===== src/rtl/axi_wr_arbiter.sv =====
// ---------------------------------------------------------------------------
// axi_wr_arbiter
//
// Two-requester AXI write-channel arbiter. Requesters m0 and m1 share one
// downstream write slave (s_). A single owner is granted from the AW request
// until its B handshake completes; all three channels are steered
// combinationally to/from the owner while the FSM sits in the matching phase.
// Arbitration is round-robin: the pointer starts at m0 and, after every
// grant, points at the requester that was not granted.
//
// Optional feature (macro AXI_WR_ARB_LEN_CHECK_EN):
//   Counts W beats per burst and compares the beat carrying wlast against the
//   AW length. A mismatch sets the sticky len_err flag and turns the B
//   response of that burst into SLVERR. Without the macro, len_err is tied
//   low and B responses pass through unmodified.
//
// Ports:
//   clk, rst_n                  clock, asynchronous active-low reset
//   mN_aw*  / mN_awready        requester N write-address channel
//   mN_w*   / mN_wready         requester N write-data channel
//   mN_b*   / mN_bready         requester N write-response channel
//   s_aw*, s_w*, s_b*           shared downstream slave channels
//   len_err                     sticky burst-length error flag
// ---------------------------------------------------------------------------
module axi_wr_arbiter #(
    parameter int unsigned AWID_WIDTH   = 4,
    parameter int unsigned AWADDR_WIDTH = 11,
    parameter int unsigned WDATA_WIDTH  = 32,
    parameter int unsigned WSTRB_WIDTH  = 4
) (
    input  logic                    clk,
    input  logic                    rst_n,

    input  logic [AWID_WIDTH-1:0]   m0_awid,
    input  logic [AWADDR_WIDTH-1:0] m0_awaddr,
    input  logic [7:0]              m0_awlen,
    input  logic                    m0_awvalid,
    output logic                    m0_awready,
    input  logic [WDATA_WIDTH-1:0]  m0_wdata,
    input  logic [WSTRB_WIDTH-1:0]  m0_wstrb,
    input  logic                    m0_wlast,
    input  logic                    m0_wvalid,
    output logic                    m0_wready,
    output logic [AWID_WIDTH-1:0]   m0_bid,
    output logic [1:0]              m0_bresp,
    output logic                    m0_bvalid,
    input  logic                    m0_bready,

    input  logic [AWID_WIDTH-1:0]   m1_awid,
    input  logic [AWADDR_WIDTH-1:0] m1_awaddr,
    input  logic [7:0]              m1_awlen,
    input  logic                    m1_awvalid,
    output logic                    m1_awready,
    input  logic [WDATA_WIDTH-1:0]  m1_wdata,
    input  logic [WSTRB_WIDTH-1:0]  m1_wstrb,
    input  logic                    m1_wlast,
    input  logic                    m1_wvalid,
    output logic                    m1_wready,
    output logic [AWID_WIDTH-1:0]   m1_bid,
    output logic [1:0]              m1_bresp,
    output logic                    m1_bvalid,
    input  logic                    m1_bready,

    output logic [AWID_WIDTH-1:0]   s_awid,
    output logic [AWADDR_WIDTH-1:0] s_awaddr,
    output logic [7:0]              s_awlen,
    output logic                    s_awvalid,
    input  logic                    s_awready,
    output logic [WDATA_WIDTH-1:0]  s_wdata,
    output logic [WSTRB_WIDTH-1:0]  s_wstrb,
    output logic                    s_wlast,
    output logic                    s_wvalid,
    input  logic                    s_wready,
    input  logic [AWID_WIDTH-1:0]   s_bid,
    input  logic [1:0]              s_bresp,
    input  logic                    s_bvalid,
    output logic                    s_bready,

    output logic                    len_err
);

    typedef enum logic [1:0] {StIdle, StAddr, StData, StResp} state_t;

    state_t state_q, state_d;
    logic   gnt_q, gnt_d;    // 0: m0 owns the slave, 1: m1 owns it
    logic   prio_q, prio_d;  // requester favoured when both ask at once
    logic   aw_hs, w_hs;
    logic [1:0] bresp_fwd;

    // Channel outputs are zero outside their phase, so these only fire there.
    assign aw_hs = s_awvalid & s_awready;
    assign w_hs  = s_wvalid & s_wready;

    always_ff @(posedge clk or negedge rst_n) begin
        if (!rst_n) begin
            state_q <= StIdle;
            gnt_q   <= 1'b0;
            prio_q  <= 1'b0;
        end else begin
            state_q <= state_d;
            gnt_q   <= gnt_d;
            prio_q  <= prio_d;
        end
    end

`ifdef AXI_WR_ARB_LEN_CHECK_EN
    logic [7:0] beat_q;
    logic [7:0] awlen_q;
    logic       burst_err_q;
    logic       len_err_q;
    logic       beat_err;

    // wlast must appear on exactly the beat whose index equals awlen.
    assign beat_err = s_wlast ^ (beat_q == awlen_q);

    always_ff @(posedge clk or negedge rst_n) begin
        if (!rst_n) begin
            beat_q      <= 8'd0;
            awlen_q     <= 8'd0;
            burst_err_q <= 1'b0;
            len_err_q   <= 1'b0;
        end else if (aw_hs) begin
            beat_q      <= 8'd0;
            awlen_q     <= s_awlen;
            burst_err_q <= 1'b0;
        end else if (w_hs) begin
            beat_q <= beat_q + 8'd1;
            if (beat_err) begin
                burst_err_q <= 1'b1;
                len_err_q   <= 1'b1;
            end
        end
    end

    assign bresp_fwd = burst_err_q ? 2'b10 : s_bresp;
    assign len_err   = len_err_q;
`else
    assign bresp_fwd = s_bresp;
    assign len_err   = 1'b0;
`endif

    always_comb begin
        state_d    = state_q;
        gnt_d      = gnt_q;
        prio_d     = prio_q;

        s_awid     = '0;
        s_awaddr   = '0;
        s_awlen    = '0;
        s_awvalid  = 1'b0;
        s_wdata    = '0;
        s_wstrb    = '0;
        s_wlast    = 1'b0;
        s_wvalid   = 1'b0;
        s_bready   = 1'b0;

        m0_awready = 1'b0;
        m0_wready  = 1'b0;
        m0_bid     = '0;
        m0_bresp   = 2'b00;
        m0_bvalid  = 1'b0;
        m1_awready = 1'b0;
        m1_wready  = 1'b0;
        m1_bid     = '0;
        m1_bresp   = 2'b00;
        m1_bvalid  = 1'b0;

        unique case (state_q)
            StIdle: begin
                if (m0_awvalid || m1_awvalid) begin
                    if (m0_awvalid && m1_awvalid) gnt_d = prio_q;
                    else                          gnt_d = m1_awvalid;
                    prio_d  = ~gnt_d;
                    state_d = StAddr;
                end
            end
            StAddr: begin
                s_awid    = gnt_q ? m1_awid    : m0_awid;
                s_awaddr  = gnt_q ? m1_awaddr  : m0_awaddr;
                s_awlen   = gnt_q ? m1_awlen   : m0_awlen;
                s_awvalid = gnt_q ? m1_awvalid : m0_awvalid;
                if (gnt_q) m1_awready = s_awready;
                else       m0_awready = s_awready;
                if (s_awvalid && s_awready) state_d = StData;
            end
            StData: begin
                s_wdata  = gnt_q ? m1_wdata  : m0_wdata;
                s_wstrb  = gnt_q ? m1_wstrb  : m0_wstrb;
                s_wlast  = gnt_q ? m1_wlast  : m0_wlast;
                s_wvalid = gnt_q ? m1_wvalid : m0_wvalid;
                if (gnt_q) m1_wready = s_wready;
                else       m0_wready = s_wready;
                if (s_wvalid && s_wready && s_wlast) state_d = StResp;
            end
            StResp: begin
                s_bready = gnt_q ? m1_bready : m0_bready;
                if (gnt_q) begin
                    m1_bvalid = s_bvalid;
                    m1_bid    = s_bid;
                    m1_bresp  = bresp_fwd;
                end else begin
                    m0_bvalid = s_bvalid;
                    m0_bid    = s_bid;
                    m0_bresp  = bresp_fwd;
                end
                if (s_bvalid && s_bready) state_d = StIdle;
            end
            default: state_d = StIdle;
        endcase
    end

endmodule


===== config.mk =====
export PLATFORM = sky130hd
export DESIGN_NAME = axi_wr_arbiter
export DESIGN_NICKNAME = d
export VERILOG_FILES = /design/src/rtl/axi_wr_arbiter.sv
export SDC_FILE = /design/constraint.sdc
export NUM_CORES = 1
export LEC_CHECK = 0
export BUFFER_PORTS_ARGS = -buffer_cell sky130_fd_sc_hd__buf_2
export CAP_MARGIN = 40
export CORE_AREA = 2 2 84 86
export DETAILED_ROUTE_END_ITERATION = 10
export DIE_AREA = 0 0 86 88
export PLACE_DENSITY = 0.74
export RECOVER_POWER = 50
export SLEW_MARGIN = 20
export SYNTH_ARGS = -nofsm -noshare
export SYNTH_HDL_FRONTEND = slang
export SYNTH_SLANG_ARGS = --single-unit

===== constraint.sdc =====
create_clock -name clk -period 2.4 [get_ports clk]
set_clock_uncertainty 0.15 [all_clocks]
set_input_delay 0.36 -clock clk [delete_from_list [all_inputs] [get_ports clk]]
set_output_delay 0.36 -clock clk [all_outputs]
set_load 0.005 [all_outputs]

Word-level counts from Yosys, hierarchy flattened
Cells that the tools add are included.
Cells by class
  equal/unequal tests: 7
  muxes and demuxes: 46
  bitwise gates (word level): 1
  reductions and logical operators: 9
Operators with widths (number)
  two-way mux 32 bit: 2
  two-way mux 4 bit: 8
  two-way mux 1 bit: 23
  two-way mux 11 bit: 2
  two-way mux 2 bit: 8
  two-way mux 8 bit: 2
  inequality test 2 bit, second input constant: 4
  one-hot mux 2 bit (4 select lines): 1
  logical AND 1 bit: 5
  == test 2 bit, second input constant: 2
  AND reduction 4 bit: 1
  == test 2 x 1 -> 1 bit, second input constant: 1
  zero test 2 bit: 1
  AND reduction 2 bit: 1
  logical OR 1 bit: 1
  inverter 1 bit: 1
Storage, ports and cells
  bits in registers: 4
  bits of input ports: 137
  output and inout bits: 82
  logic and storage cells: 66

Logic depth before layout (Yosys ltp)
  word-level depth: 5
  mapped depth: 7
  gate-level depth less buffers: 6

Worst setup path before layout
No wires, ideal clock.
  path kind: reg2reg
  start point: reg state_q[1]
  end point: reg state_q[1]
  setup time: 0.128 ns
  arrival time: 1.462 ns
  data required time: 2.122 ns
  setup slack: 0.661 ns
  stages on the path, launching flop included: 8
  buffers on the path: 1
  period minus slack after synthesis: 1.739 ns
  cell sequence: dfrtp_1 > inv_1 > ha_1 > clkbuf_1 > nand2_1 > a21o_1 > nand4_1 > mux2_1
On the way
  cells in the longest elaborated chain, start to end: 3
  elaborated cells between the ends (all ways): 10
  classes of those cells: eq/ne: 7; mux: 1; reduce/logical: 2
RTL lines
  from (decl): RTL line 84  | state_t state_q, state_d;
  from (signal assigned): RTL line 96  | state_q <= StIdle;
  from (signal assigned): RTL line 100  | state_q <= state_d;
  == test 2 bit, or another cell as far along: RTL line 168  | unique case (state_q)
  inequality test 2 bit (no source line)
  AND reduction 4 bit (no source line)
Parallel ways exist; a longest one is shown, timed or not.
A chain may end at the register's enable or synchronous reset.

Worst setup path in the final report
  start point: reg state_q[1]
  end point: out m0_awready
On the way
  cells in the longest elaborated chain, start to end: 2
RTL lines
  == test 2 x 1 -> 1 bit: RTL line 168
  two-way mux 1 bit: RTL line 168
  to (decl): RTL line 38  | output logic m0_awready,
No other way between the ends.

==> summary.md <==
| Metric | Value |
|---|---|
| Met1 WL | 1940 µm |
| Synth Area in Simple Gates | 0.374 |
| Die area | 7570 µm² |
| Vias in the first global route | 1869 |
| Wire length on met2 | 3010 µm |
| Crit share post-route | 0.894 |
| DR pass1 iterations | 4 |
| Complex-gate fraction of the synthesized area | 0.0294 |
| Routed len/inst | 11.5 µm |
| Hold slack | 0.271 ns |
| Area Growth Syn to Fin | 77.2% |
| Max-slew violations | 0 |
| Outcome | finished, final reports clean |
| Seq cells post-synth | 4 |
| Sum Neg Setup Slack | 0 ns |
| Layout fillers | 672 |
| I/O Buffers | 217 |
| Grt total ovfl | 0 |
| Vias | 2127 |
| Total GRT Usage | 0.128 |
| Mux cell area share after synthesis | 0.419 |
| # IOs | 219 |
| Starting DRT DRC Count | 30 |
| Hold Path Cell Cnt | 2 |
| Crit path time final | 2.14 ns |
| Post-synthesis sequential area ratio | 0.0654 |
| Clock latency on the worst-skew pair | 0.22 ns |
| Combinational Power Share | 0.846 |
| Cells along the critical path | inv_1, ha_1, clkbuf_2, nand2_1, nor2_1, clkbuf_1 |
| PostCTS Resize Cnt | 0 |
| H-tree depth | 1 |
| Synth async-reset ratio | 1.00 |
| P_leak | 1.66 nW |
| Gpl congestion | 0.716 |
| Fin util | 0.408 |
| Max stage delay cell, worst path | dfrtp_1 |
| Drt via density | 4.38 |
| Synth warn | 0 |
| Largest stage delay on the critical path | 0.40 ns |
| Reg power frac | 0.086 |
| Critical Path Start Type | register |
| Final ANT Viol Nets | 0 |
| Max rail drop VDD | 0.501 mV |
| Post-synth cell types | 24 |
| Die Y | 88 µm |
| Global-route wire length before repair | 7870 µm |
| Worst EP required | 1.89 ns |
| Pin count of the biggest net entering global routing | 35 |
| Int Power | 0.00127 W |
| Final Hold Viols | 0 |
| Initial core utilization | 0.231 |
| Fmax | 466 MHz |
| Max layer used | met4 |
| XOR/XNOR Fraction of Synth Area | 0 |
| Mean area per synthesized cell | 7.73 µm² |
| Clock power share | 0.068 |
| Site row count | 30 |
| Routed WL | 5610 µm |
| Hpwl dp | 4770 µm |
| Synth Flop Type | dfrtp_1 |
| Setup CP Type | register to output port |
| Diode count | 0 |
| DP Area | 2700 µm² |
| Synthesized cell area | 1530 µm² |
| Switching fraction of total power | 0.449 |
| Layout Nets | 549 |
| Clk sinks | 4 |
| DIE WIDTH | 86 µm |
| Core ar. | 6640 µm² |
| Design area | 2710 µm² |
| CTS tree | yes |
| Post-synth EDFFs | 0 |
| Worst reg2reg path depth | 6 |
| Layout cells sized above 1 | 0.493 |
| Cells after synthesis | 198 |
| Synth Net Count | 340 |
| Area share of fa/ha/maj cells after synthesis | 0.0408 |
| Reg clk slew, reported paths | 0.03 ns |
| Drc violations | 0 |
| Critical Path Fanout Max | 27 |
| Hold WC Path Type | input port to register |
| Clk root buf | clkbuf_8 |
| Largest family of logic cells by synthesized area | multiplexers |
| CP arrival | 1.63 ns |
| Power per cell area | 850 nW/µm² |
| P_sw | 0.00104 W |
| Cts bufs inserted | 3 |
| Initial antenna violation count | 0 |
| CP Capture Type | output port |
| Final Setup Violations | 0 |
| Clock Tree Buf Depth | 2 |
| Reg2Reg Setup Slack | 0.41 ns |
| RSZ-0062 raised after global routing | false |
| Placed insts | 481 |
| Post-Layout Cell Count | 486 |
| Met3 routed WL | 602 µm |
| Max_cap viols | 0 |
==> cell usage after synthesis, drive strengths merged (2+ instances only) <==
master | count | area (µm²)
inv | 3 | 11.3
and3 | 9 | 56.3
nor2b | 64 | 400
o21ai | 2 | 10.0
nand2 | 6 | 22.5
nand4 | 2 | 12.5
mux2i | 63 | 631
clkbuf | 9 | 33.8
nor2 | 4 | 15.0
a31oi | 2 | 12.5
buf | 9 | 60.1
and2 | 6 | 37.5
ha | 5 | 62.6
a21oi | 3 | 15.0
dfrtp | 4 | 100
==> critical path: cells and delay by family, from the launching register on <==
kind	cells	cell delay, ns
buffers and inverters	3	0.60
adder cells (fa/ha/maj)	1	0.17
flip-flops	1	0.40
AND/OR/NAND/NOR	2	0.23
==> worst paths after layout <==
| check | start | end |
|---|---|---|
| min in group asynchronous | rst_n | state_q[1] |
| max in group asynchronous | rst_n | gnt_q |
| min reg2reg | prio_q | prio_q |
| max | state_q[1] | m0_awready |
| min | m1_awvalid | prio_q |
| max reg2reg | state_q[1] | state_q[1] |
==> metrics by stage <==
step | setup slack (ns) | power (W)
2_1_floorplan | 0.661 | 0.00149
3_3_place_gp | 0.549 | 0.00216
3_5_place_dp | 0.498 | 0.00221
4_1_cts | 0.285 | 0.00238
5_1_grt | 0.0957 | 0.00253
6_report | 0.255 | 0.00231
==> per-layer routing <==
layer,vias up,track usage
met5,-,0
met4,0,0.0346
met3,4,0.0292
met2,131,0.267
met1,906,0.124
li1,1086,-
==> layout make-up <==
class / instances / area, µm² / share of cell area
Multi-Input combinational cell: 173 / 1330 / 0.489
Timing Repair Buffer: 222 / 1130 / 0.416
Sequential cell: 4 / 101 / 0.0373
Tap cell: 80 / 100 / 0.0369
Clock buffer: 4 / 45.0 / 0.0166
Inverter: 3 / 11.3 / 0.00415
==> cells by family (layout without fill, tap and decap cells) <==
group | after synthesis | after routing
simple gates | 95 | 95
mux | 64 | 64
buf+inv | 21 | 229
compound gates | 8 | 8
fa+ha+maj | 5 | 5
flops | 4 | 4
other cells | 1 | 1
==> registers in the layout (all words and copies together) (netlist names) <==
signal	count
prio_q	1
state_q	2
gnt_q	1
==> power by group through the flow <==
stage | Combinational [W] | Clock, W | Sequential [W]
CTS | 0.00201 | 0.000160 | 0.000205
detailed placement | 0.00200 | 0 | 0.000206
global placement | 0.00196 | 0 | 0.000201
finish | 0.00195 | 0.000156 | 0.000199
global route | 0.00215 | 0.000166 | 0.000212
floorplan | 0.00137 | 0 | 0.000125
==> placed cells by master, fill, tap and decap left out, types with 4 or more instances in the layout <==
master,synthesis,layout
buf_2,3,187
nor2b_1,64,64
clkbuf_1,9,26
clkbuf_2,0,6
and2_1,6,6
mux2i_1,63,63
and3_1,9,9
nor2_1,4,4
ha_1,5,5
nand2_1,6,6
==> repair_timing <==
action                     CTS  global route
setup endpoints to repair    0             0
buffers inserted             0             0
hold endpoints to repair     4             0
hold buffers                 1             0
No activity file was read; power rests on OpenSTA's default activity.
